===== src/rtl/tx_pkg.sv =====
// Shared definitions for the UART transmit frame controller: state encodings,
// data width, stop-bit limits and the parity helper.
package tx_pkg;

    localparam int DATA_BITS     = 8;
    localparam int STOP_BITS_MIN = 1;
    localparam int STOP_BITS_MAX = 2;

    typedef enum logic [2:0] {
        IDLE   = 3'd0,
        START  = 3'd1,
        DATA   = 3'd2,
        PARITY = 3'd3,
        STOP   = 3'd4,
        DONE   = 3'd5
    } tx_state_e;

    function automatic logic even_parity(input logic [DATA_BITS-1:0] d);
        return ^d;
    endfunction

endpackage


===== src/rtl/tx_fifo.sv =====
// Byte FIFO feeding the transmitter; pointers carry an extra wrap bit and the
// read data is registered, valid the cycle after a pop.
module tx_fifo #(
    parameter int DEPTH = 4,
    parameter int WIDTH = 8
) (
    input  logic             CLK,
    input  logic             RSTn,
    input  logic             push,
    input  logic             pop,
    input  logic [WIDTH-1:0] din,
    output logic [WIDTH-1:0] dout,
    output logic             full,
    output logic             empty
);

    localparam int AW = $clog2(DEPTH);

    logic [WIDTH-1:0] mem_r [DEPTH];
    logic [AW:0]      wr_ptr_r;
    logic [AW:0]      rd_ptr_r;
    logic [AW:0]      wr_ptr_nx_s;
    logic [AW:0]      rd_ptr_nx_s;
    logic [WIDTH-1:0] dout_r;
    logic             full_r;
    logic             empty_r;
    logic             push_ok_s;
    logic             pop_ok_s;

    assign push_ok_s = push & ~full_r;
    assign pop_ok_s  = pop & ~empty_r;

    // Next pointer values; flags are derived from them so they can be registered.
    always_comb begin
        wr_ptr_nx_s = wr_ptr_r + {{AW{1'b0}}, push_ok_s};
        rd_ptr_nx_s = rd_ptr_r + {{AW{1'b0}}, pop_ok_s};
    end

    // Pointer, flag and read-data registers.
    always_ff @(posedge CLK or negedge RSTn) begin
        if (!RSTn) begin
            wr_ptr_r <= '0;
            rd_ptr_r <= '0;
            full_r   <= 1'b0;
            empty_r  <= 1'b1;
            dout_r   <= '0;
        end else begin
            wr_ptr_r <= wr_ptr_nx_s;
            rd_ptr_r <= rd_ptr_nx_s;
            full_r   <= (wr_ptr_nx_s[AW] != rd_ptr_nx_s[AW]) &&
                        (wr_ptr_nx_s[AW-1:0] == rd_ptr_nx_s[AW-1:0]);
            empty_r  <= (wr_ptr_nx_s == rd_ptr_nx_s);
            if (pop_ok_s) begin
                dout_r <= mem_r[rd_ptr_r[AW-1:0]];
            end else begin
                dout_r <= dout_r;
            end
        end
    end

    // Storage array; contents are don't-care while the pointers say empty.
    always_ff @(posedge CLK) begin
        if (push_ok_s) begin
            mem_r[wr_ptr_r[AW-1:0]] <= din;
        end
    end

    assign dout  = dout_r;
    assign full  = full_r;
    assign empty = empty_r;

endmodule


===== src/rtl/tx_frame_ctrl.sv =====
// UART transmit frame controller: FIFO-buffered bytes framed as start/8 data/stop.
// Define TX_PARITY_EN to insert an even-parity bit between data and stop.
module tx_frame_ctrl
    import tx_pkg::*;
#(
    parameter int FIFO_DEPTH = 4,
    parameter int STOP_BITS  = 1
) (
    input  logic       CLK,
    input  logic       RSTn,
    input  logic       TX_En,
    input  logic [7:0] TX_Data,
    output logic       TX_Rdy,
    output logic       TX_Ovf,
    input  logic       BPS_CLK,
    output logic       Count_Sig,
    output logic       TX_Pin_Out,
    output logic       TX_Busy,
    output logic       TX_Done
);

    localparam int STOP_N = (STOP_BITS > STOP_BITS_MAX) ? STOP_BITS_MAX :
                            (STOP_BITS < STOP_BITS_MIN) ? STOP_BITS_MIN : STOP_BITS;
    localparam logic [2:0] LAST_BIT  = 3'(DATA_BITS - 1);
    localparam logic [0:0] LAST_STOP = 1'(STOP_N - 1);

    tx_state_e            state_r;
    tx_state_e            state_nx_s;
    logic [DATA_BITS-1:0] shift_r;
    logic [DATA_BITS-1:0] shift_nx_s;
    logic [2:0]           bit_cnt_r;
    logic [2:0]           bit_cnt_nx_s;
    logic [0:0]           stop_cnt_r;
    logic [0:0]           stop_cnt_nx_s;
`ifdef TX_PARITY_EN
    logic                 parity_r;
    logic                 parity_nx_s;
`endif
    logic                 pin_r;
    logic                 pin_nx_s;
    logic                 cs_r;
    logic                 cs_nx_s;
    logic                 busy_r;
    logic                 done_r;
    logic                 ovf_r;
    logic                 push_s;
    logic                 pop_s;
    logic                 fifo_full_s;
    logic                 fifo_empty_s;
    logic [DATA_BITS-1:0] fifo_dout_s;

    // A write while full is dropped even if the FSM pops in the same cycle.
    assign push_s = TX_En & ~fifo_full_s;

    tx_fifo #(
        .DEPTH (FIFO_DEPTH),
        .WIDTH (DATA_BITS)
    ) u_fifo (
        .CLK   (CLK),
        .RSTn  (RSTn),
        .push  (push_s),
        .pop   (pop_s),
        .din   (TX_Data),
        .dout  (fifo_dout_s),
        .full  (fifo_full_s),
        .empty (fifo_empty_s)
    );

    // Frame sequencing; outputs are decoded from the next state so they register in step.
    always_comb begin
        state_nx_s    = state_r;
        shift_nx_s    = shift_r;
        bit_cnt_nx_s  = bit_cnt_r;
        stop_cnt_nx_s = stop_cnt_r;
        pop_s         = 1'b0;
`ifdef TX_PARITY_EN
        parity_nx_s   = parity_r;
`endif
        case (state_r)
            IDLE: begin
                if (!fifo_empty_s) begin
                    pop_s         = 1'b1;
                    state_nx_s    = START;
                    bit_cnt_nx_s  = 3'd0;
                    stop_cnt_nx_s = 1'b0;
                end else begin
                    state_nx_s = IDLE;
                end
            end
            START: begin
                // FIFO read data lands one cycle into START and is held from then on.
                shift_nx_s = fifo_dout_s;
`ifdef TX_PARITY_EN
                parity_nx_s = even_parity(fifo_dout_s);
`endif
                if (BPS_CLK) begin
                    state_nx_s = DATA;
                end else begin
                    state_nx_s = START;
                end
            end
            DATA: begin
                if (BPS_CLK) begin
                    shift_nx_s = {1'b0, shift_r[DATA_BITS-1:1]};
                    if (bit_cnt_r == LAST_BIT) begin
                        bit_cnt_nx_s = 3'd0;
`ifdef TX_PARITY_EN
                        state_nx_s   = PARITY;
`else
                        state_nx_s   = STOP;
`endif
                    end else begin
                        bit_cnt_nx_s = bit_cnt_r + 3'd1;
                    end
                end else begin
                    state_nx_s = DATA;
                end
            end
`ifdef TX_PARITY_EN
            PARITY: begin
                if (BPS_CLK) begin
                    state_nx_s = STOP;
                end else begin
                    state_nx_s = PARITY;
                end
            end
`endif
            STOP: begin
                if (BPS_CLK) begin
                    if (stop_cnt_r == LAST_STOP) begin
                        stop_cnt_nx_s = 1'b0;
                        state_nx_s    = DONE;
                    end else begin
                        stop_cnt_nx_s = stop_cnt_r + 1'b1;
                    end
                end else begin
                    state_nx_s = STOP;
                end
            end
            DONE:    state_nx_s = IDLE;
            default: state_nx_s = IDLE;
        endcase

        pin_nx_s = 1'b1;
        cs_nx_s  = 1'b0;
        case (state_nx_s)
            START: begin
                pin_nx_s = 1'b0;
                cs_nx_s  = 1'b1;
            end
            DATA: begin
                pin_nx_s = shift_nx_s[0];
                cs_nx_s  = 1'b1;
            end
`ifdef TX_PARITY_EN
            PARITY: begin
                pin_nx_s = parity_nx_s;
                cs_nx_s  = 1'b1;
            end
`endif
            STOP: begin
                pin_nx_s = 1'b1;
                cs_nx_s  = 1'b1;
            end
            default: begin
                pin_nx_s = 1'b1;
                cs_nx_s  = 1'b0;
            end
        endcase
    end

    // State, datapath and output registers.
    always_ff @(posedge CLK or negedge RSTn) begin
        if (!RSTn) begin
            state_r    <= IDLE;
            shift_r    <= '0;
            bit_cnt_r  <= 3'd0;
            stop_cnt_r <= 1'b0;
`ifdef TX_PARITY_EN
            parity_r   <= 1'b0;
`endif
            pin_r      <= 1'b1;
            cs_r       <= 1'b0;
            busy_r     <= 1'b0;
            done_r     <= 1'b0;
            ovf_r      <= 1'b0;
        end else begin
            state_r    <= state_nx_s;
            shift_r    <= shift_nx_s;
            bit_cnt_r  <= bit_cnt_nx_s;
            stop_cnt_r <= stop_cnt_nx_s;
`ifdef TX_PARITY_EN
            parity_r   <= parity_nx_s;
`endif
            pin_r      <= pin_nx_s;
            cs_r       <= cs_nx_s;
            busy_r     <= (state_nx_s != IDLE);
            done_r     <= (state_nx_s == DONE);
            ovf_r      <= TX_En & fifo_full_s;
        end
    end

    assign TX_Rdy     = ~fifo_full_s;
    assign TX_Ovf     = ovf_r;
    assign Count_Sig  = cs_r;
    assign TX_Pin_Out = pin_r;
    assign TX_Busy    = busy_r;
    assign TX_Done    = done_r;

endmodule


===== config.mk =====
export PLATFORM = sky130hd
export DESIGN_NAME = tx_frame_ctrl
export DESIGN_NICKNAME = d
export VERILOG_FILES = /design/src/rtl/tx_pkg.sv /design/src/rtl/tx_fifo.sv /design/src/rtl/tx_frame_ctrl.sv
export SDC_FILE = /design/constraint.sdc
export NUM_CORES = 1
export LEC_CHECK = 0
export CORE_MARGIN = 2
export CORE_UTILIZATION = 53
export CTS_CLUSTER_DIAMETER = 60
export CTS_CLUSTER_SIZE = 30
export DETAILED_ROUTE_END_ITERATION = 7
export PLACE_DENSITY_LB_ADDON = 0.12
export SLEW_MARGIN = 20
export SYNTH_ARGS = -nofsm -noshare
export SYNTH_HDL_FRONTEND = slang
export SYNTH_SLANG_ARGS = --single-unit

===== constraint.sdc =====
create_clock -name CLK -period 2.5 [get_ports CLK]
set_input_delay 0.25 -clock CLK [delete_from_list [all_inputs] [get_ports CLK]]
set_output_delay 0.25 -clock CLK [all_outputs]
set_load 0.01 [all_outputs]

==> results of run 1 <==
[synthesized netlist by cell type (2+ instances only)]
cell type   n
ha_1        6
o21ai_0     2
mux2_2      3
nand2_1    22
edfxtp_1   32
nor2_1      4
dfstp_2     2
dfrtp_1    33
a22oi_1     6
a21oi_1     3
buf_4       2
mux2_4      5
xor2_1      2
nand3_1     2
mux4_2      8
o21ai_1     3
a22o_1      2
xnor2_1     3
buf_6       4
nor2b_1     4
inv_1       6
[layout by cell type, fill, tap and decap left out, types with 2 or more instances in the layout]
master,netlist,routed
a21oi_1,3,3
a22o_1,2,2
a22oi_1,6,6
buf_4,2,5
clkbuf_1,0,3
clkbuf_8,0,10
clkdlybuf4s50_1,0,17
dfrtp_1,33,33
dfstp_2,2,2
edfxtp_1,32,32
ha_1,6,6
inv_1,6,6
mux2_2,3,3
mux2_4,5,5
mux4_2,8,8
nand2_1,22,22
nand3_1,2,2
nor2_1,4,4
nor2b_1,4,4
o21ai_0,2,2
o21ai_1,3,3
xnor2_1,3,3
xor2_1,2,2
[cell families after synthesis]
group,Yosys count
flip-flops,67
XOR/XNOR,5
buffers and inverters,13
AND/OR/NAND/NOR,43
adder cells (fa/ha/maj),6
multiplexers,16
AO/OA/AOI/OAI,22
[registers in the layout, summed over array words and instances, names as in the netlist]
signal	cells
u_fifo.mem_r	32
shift_r	8
u_fifo.dout	8
bit_cnt_r	3
state_r	3
u_fifo.rd_ptr_r	3
u_fifo.wr_ptr_r	3
Count_Sig	1
TX_Busy	1
TX_Done	1
TX_Ovf	1
TX_Pin_Out	1
u_fifo.empty	1
u_fifo.full	1
[layer usage]
layer,GRT usage,up-vias
met5,0,-
met4,0.0897,0
met3,0.0648,10
met2,0.272,25
met1,0.222,707
li1,-,686
[power by group through the flow]
stage          Sequential (mW)  Combinational (mW)  Clock, mW
6_report                  1.80                1.21      0.856
5_1_grt                   1.84                1.37      0.930
4_1_cts                   1.81                1.24      0.882
3_5_place_dp              1.83                1.24          0
3_3_place_gp              1.80                1.19          0
2_1_floorplan             1.68                1.08          0
[cell type report]
cell class	instances	area, um2	share of cell area
inverters	6	22.5	0.00715
well taps	70	87.6	0.0278
flip-flops and latches	67	1840	0.584
clock buffers	13	149	0.0473
repair buffers	22	208	0.0660
clock inverters	3	38.8	0.0123
multi-input cells	92	805	0.255
[through the flow]
step	std cells	hold WS (ns)	cell area, um2	total power, mW
2_1_floorplan	172	-0.0456	2730	2.76
3_3_place_gp	257	0.461	2960	2.99
3_5_place_dp	257	0.465	2960	3.06
4_1_cts	273	0.321	3150	3.93
5_1_grt	273	0.348	3150	4.14
6_report	273	0.315	3150	3.87
[worst max path at each step]
| stage | startpoint | end |
|---|---|---|
| after detailed placement | TX_En | u_fifo.empty |
| after global routing | state_r[1] | u_fifo.empty |
| after floorplan | state_r[1] | u_fifo.empty |
| after global placement | TX_En | u_fifo.empty |
| final | state_r[1] | u_fifo.empty |
| after CTS | state_r[1] | u_fifo.empty |
==> results_dict.tcl, run 1 <==
set metrics [dict create \
    synth_compound_area_frac 0.0568 \
    drive_above_1_share 0.197 \
    synth-async-reset-ratio 0.522 \
    cts_tree "built" \
    cts.sinks 67 \
    arrival_ns 2.04 \
    synth_mux_area_frac 0.106 \
    syn-mean-instance-area_um2 15.9 \
    syn2layout_area_growth_pct 15.4 \
    cts_buffers 9 \
    crit_fanout 10 \
    hold_viol 0 \
    crit_family "flip-flops" \
    cp_num_cells 6 \
    num_rows 26 \
    grt_pass1_wl_mm 7.06 \
    syn_area_um2 2730 \
    synth-simple-area-share 0.0885 \
    firstDrtPassIters 4 \
    synthAdderAreaFrac 0.0275 \
    top_layer "met4" \
    routedWlPerCell_um 15.4 \
    antenna_found_initial 0 \
    synth.area.top_cells "edfxtp_1, dfrtp_1, mux4_2" \
    synthCells 172 \
    h-tree-depth 3 \
    synth_ff_type "dfrtp_1" \
    ys_seq_elements 67 \
    rsz0062_at_grt "no" \
    setup_viol 0 \
    synth_top_family_by_area "multiplexers" \
    hold_buffers 0 \
    cts_buffer_depth 2 \
    ys_seq_area_frac 0.674 \
    ir_drop_mv 0.647 \
    reg2regPathDepth 6 \
    dp.final_hpwl_mm 2.95 \
    pwr-share-comb 0.314 \
    p_clk_frac 0.222 \
    path_cells "nor4_4, ha_1, ha_1, xnor2_1, xor2_1, nor2b_1" \
    synth_edf_count 32 \
    fin_nets 216 \
    holdCritPathClass "in -> async" \
    n_antenna_cell 0 \
    cpPeakStageDelay_ns 0.52 \
    ant_nets 0 \
    p_sw_frac 0.305 \
    r2r_slack_ns 0.73 \
    vias_per_cell 5.23 \
    worst_skew_pair.late_latency_ns 0.34 \
    critPathLaunchType "flop" \
    p_sw_mw 1.18 \
    period_share 0.707 \
    p_seq_frac 0.465 \
    core_region_area_um2 5040 \
    fin_tns_setup_ns 0 \
    fin_crit_ns 1.77 \
    grt_pass1_vias 1486 \
    portBuffers 17 \
    synth_top_cell_by_area "edfxtp_1" \
    wl_met3_um 172 \
    wirelength_mm 4.22 \
    grt.total_usage 0.177 \
    status "finished, final reports clean" \
    maxCapViolCount 0 \
    start_util 0.541 \
    power.internal_mw 2.69 \
    cp_slowest_cell "dfrtp_1" \
    p_leak_nw 1.25 \
    max_freq_mhz 566 \
    root_buffer "clkbuf_8" \
    worst_pin_slew_ns 0.538 \
    dieHeight_um 75.8 \
    synth_top_area_frac 0.352 \
    drc 0 \
    fillers 375 \
    synth_warnings 0 \
    worstReg2RegStart "state_r[1]" \
    syn-num-nets 190 \
    fin_worst_skew_ns 0.00668 \
    required_ns 2.78 \
    worstSetupEndpointType "flop" \
    wl_met1_mm 1.87 \
    vias 1428 \
    path_clk_slew_ns 0.07 \
    die-area_um2 5740 \
    timing.final.ws_setup_ns 0.732 \
    path_common_cell "ha_1" \
    drtIter0Drc 75 \
    critPathBufInv 0 \
    drv_slew 0 \
    ios 18 \
    grt_overflow 0 \
    relSlewSlack 0.641 \
    dpl_worst_slack_ns 0.480 \
    dr_wl_met2_mm 2.07 \
    fin_util 0.625 \
    synth.distinct_cells 39 \
    dieWidth_um 75.8 \
    grt_max_degree 36 \
    gp_congestion 0.853 \
    criticalPathCategory "reg -> reg" \
    synth_xor_area_frac 0.0160 \
    cts_resized 0 \
    powerDensity_nw_per_um2 1230 \
    post-cts-setup-buffer-count 0 \
    r2r_end "u_fifo.empty" \
]
Power figures use the tool's default switching activity.
==> run 2: changes to the inputs <==
==> constraint.sdc (replaced) <==
create_clock -name CLK -period 1.7 [get_ports CLK]
set_input_delay 0.17 -clock CLK [delete_from_list [all_inputs] [get_ports CLK]]
set_output_delay 0.17 -clock CLK [all_outputs]
set_load 0.01 [all_outputs]
==> results_dict.tcl, run 2 (synthesis results as in run 1) <==
set metrics [dict create \
    drc 0 \
    hold_ws_ns 0.259 \
    syn2layout_area_growth_pct 22.4 \
    rsz0062_at_grt "yes" \
    period_share 0.978 \
    fin_tns_setup_ns 0 \
    firstDrtPassIters 4 \
    path_clk_slew_ns 0.07 \
    criticalPathCategory "reg -> reg" \
    antenna_found_initial 0 \
    power.internal_mw 4.34 \
    fin_worst_skew_ns 0.00928 \
    ir_drop_mv 0.843 \
    p_clk_frac 0.222 \
    vias 1478 \
    total_power_mw 6.21 \
    worst_pin_slew_ns 0.463 \
    routedWlPerCell_um 15.5 \
    drtIter0Drc 104 \
    worst_skew_pair.late_latency_ns 0.33 \
    grt_pass1_wl_mm 7.23 \
    crit_fanout 2 \
    worstSetupEndpointType "flop" \
    vias_per_cell 5.22 \
    hold_viol 0 \
    critPathLaunchType "flop" \
    dieWidth_um 75.8 \
    grt_pass1_vias 1541 \
    die-area_um2 5740 \
    grt_max_degree 36 \
    required_ns 1.97 \
    n_antenna_cell 0 \
    fin_util 0.663 \
    dpl_worst_slack_ns -0.127 \
    start_util 0.541 \
    cts_buffer_depth 2 \
    portBuffers 17 \
    fin_crit_ns 1.66 \
    h-tree-depth 3 \
    num_rows 26 \
    holdCritPathClass "in -> async" \
    ant_nets 0 \
    setup_viol 0 \
    status "finished, final reports clean" \
    max_freq_mhz 601 \
    pwr-share-comb 0.365 \
    dieHeight_um 75.8 \
    cts.sinks 67 \
    grt.total_usage 0.180 \
    p_seq_frac 0.413 \
    powerDensity_nw_per_um2 1860 \
    largest_register_ffs 32 \
    arrival_ns 1.93 \
    wirelength_mm 4.38 \
    p_sw_frac 0.302 \
    final_cell_mix "dfrtp_1, edfxtp_1, nand2_1" \
    cts_buffers 9 \
    relSlewSlack 0.691 \
    hold_buffers 0 \
    grt_overflow 0 \
    p_sw_mw 1.87 \
    mostFrequentLayoutCell "dfrtp_1" \
    fin_nets 226 \
    drive_above_1_share 0.268 \
    drv_slew 0 \
    maxCapViolCount 0 \
    timing.final.ws_setup_ns 0.0367 \
    root_buffer "clkbuf_8" \
    core_region_area_um2 5040 \
    ios 18 \
    gp_congestion 0.851 \
    p_leak_nw 1.33 \
    cts_tree "built" \
    dp.final_hpwl_mm 2.96 \
]
run 2: changes by cell type in the layout (fill, tap and decap cells not counted), sizes merged:
cell      delta
bufinv       +1
clkbuf       -2
buf         +10
clkinvlp     +1
run 2: path summary, 6_finish.rpt:
check	startpoint	endpoint	slack, ns	cells after the start
setup / recovery	state_r[1]	u_fifo.empty	0.04	6
hold / removal	RSTn	shift_r[3]	0.26	2
setup reg to reg	state_r[1]	u_fifo.empty	0.04	6
hold reg to reg	shift_r[5]	shift_r[5]	0.49	2
max in group asynchronous	RSTn	TX_Pin_Out	1.10	2
min in group CLK	TX_En	TX_Ovf	0.46	2
run 2: layout make-up:
| cell class | count | area [um2] |
|---|---|---|
| clock buffers | 11 | 131 |
| clock inverters | 5 | 77.6 |
| fillers | 356 | 1700 |
| inverters | 6 | 22.5 |
| multi-input cells | 92 | 858 |
| flip-flops and latches | 67 | 1840 |
| well taps | 70 | 87.6 |
| repair buffers | 32 | 324 |
run 2: power by group through the flow:
stage / clock, mW / sequential (mW) / combinational (mW)
final: 1.38 / 2.57 / 2.27
after global routing: 1.49 / 2.63 / 2.49
after global placement: 0 / 2.57 / 2.10
after detailed placement: 0 / 2.60 / 2.18
after floorplan: 0 / 2.48 / 1.65
after CTS: 1.42 / 2.57 / 2.19
run 2: routing by layer:
metal,vias up,part of all wire,global-route usage
met5,-,0,0
li1,702,-,-
met4,0,0.011,0.101
met1,739,0.45,0.227
met3,5,0.028,0.0489
met2,32,0.51,0.281
run 2: worst max-delay path, cell delays in order (launching register included):
cell and delay (ns):
dfrtp_1 0.41, nor4_4 0.38, ha_4 0.20, ha_4 0.15
xnor2_4 0.13, xor2_2 0.18, nor2b_2 0.16
run 2: what timing repair did:
item / in CTS / in global routing
buffers inserted: 0 / 1
gates resized for setup: 0 / 4
endpoints found under the setup margin: 0 / 1
run 2: through the flow:
stage               cells  cell area (um2)
global route          283             3340
global placement      266             3100
detailed placement    266             3100
finish                283             3340
floorplan             172             2760
CTS                   282             3310
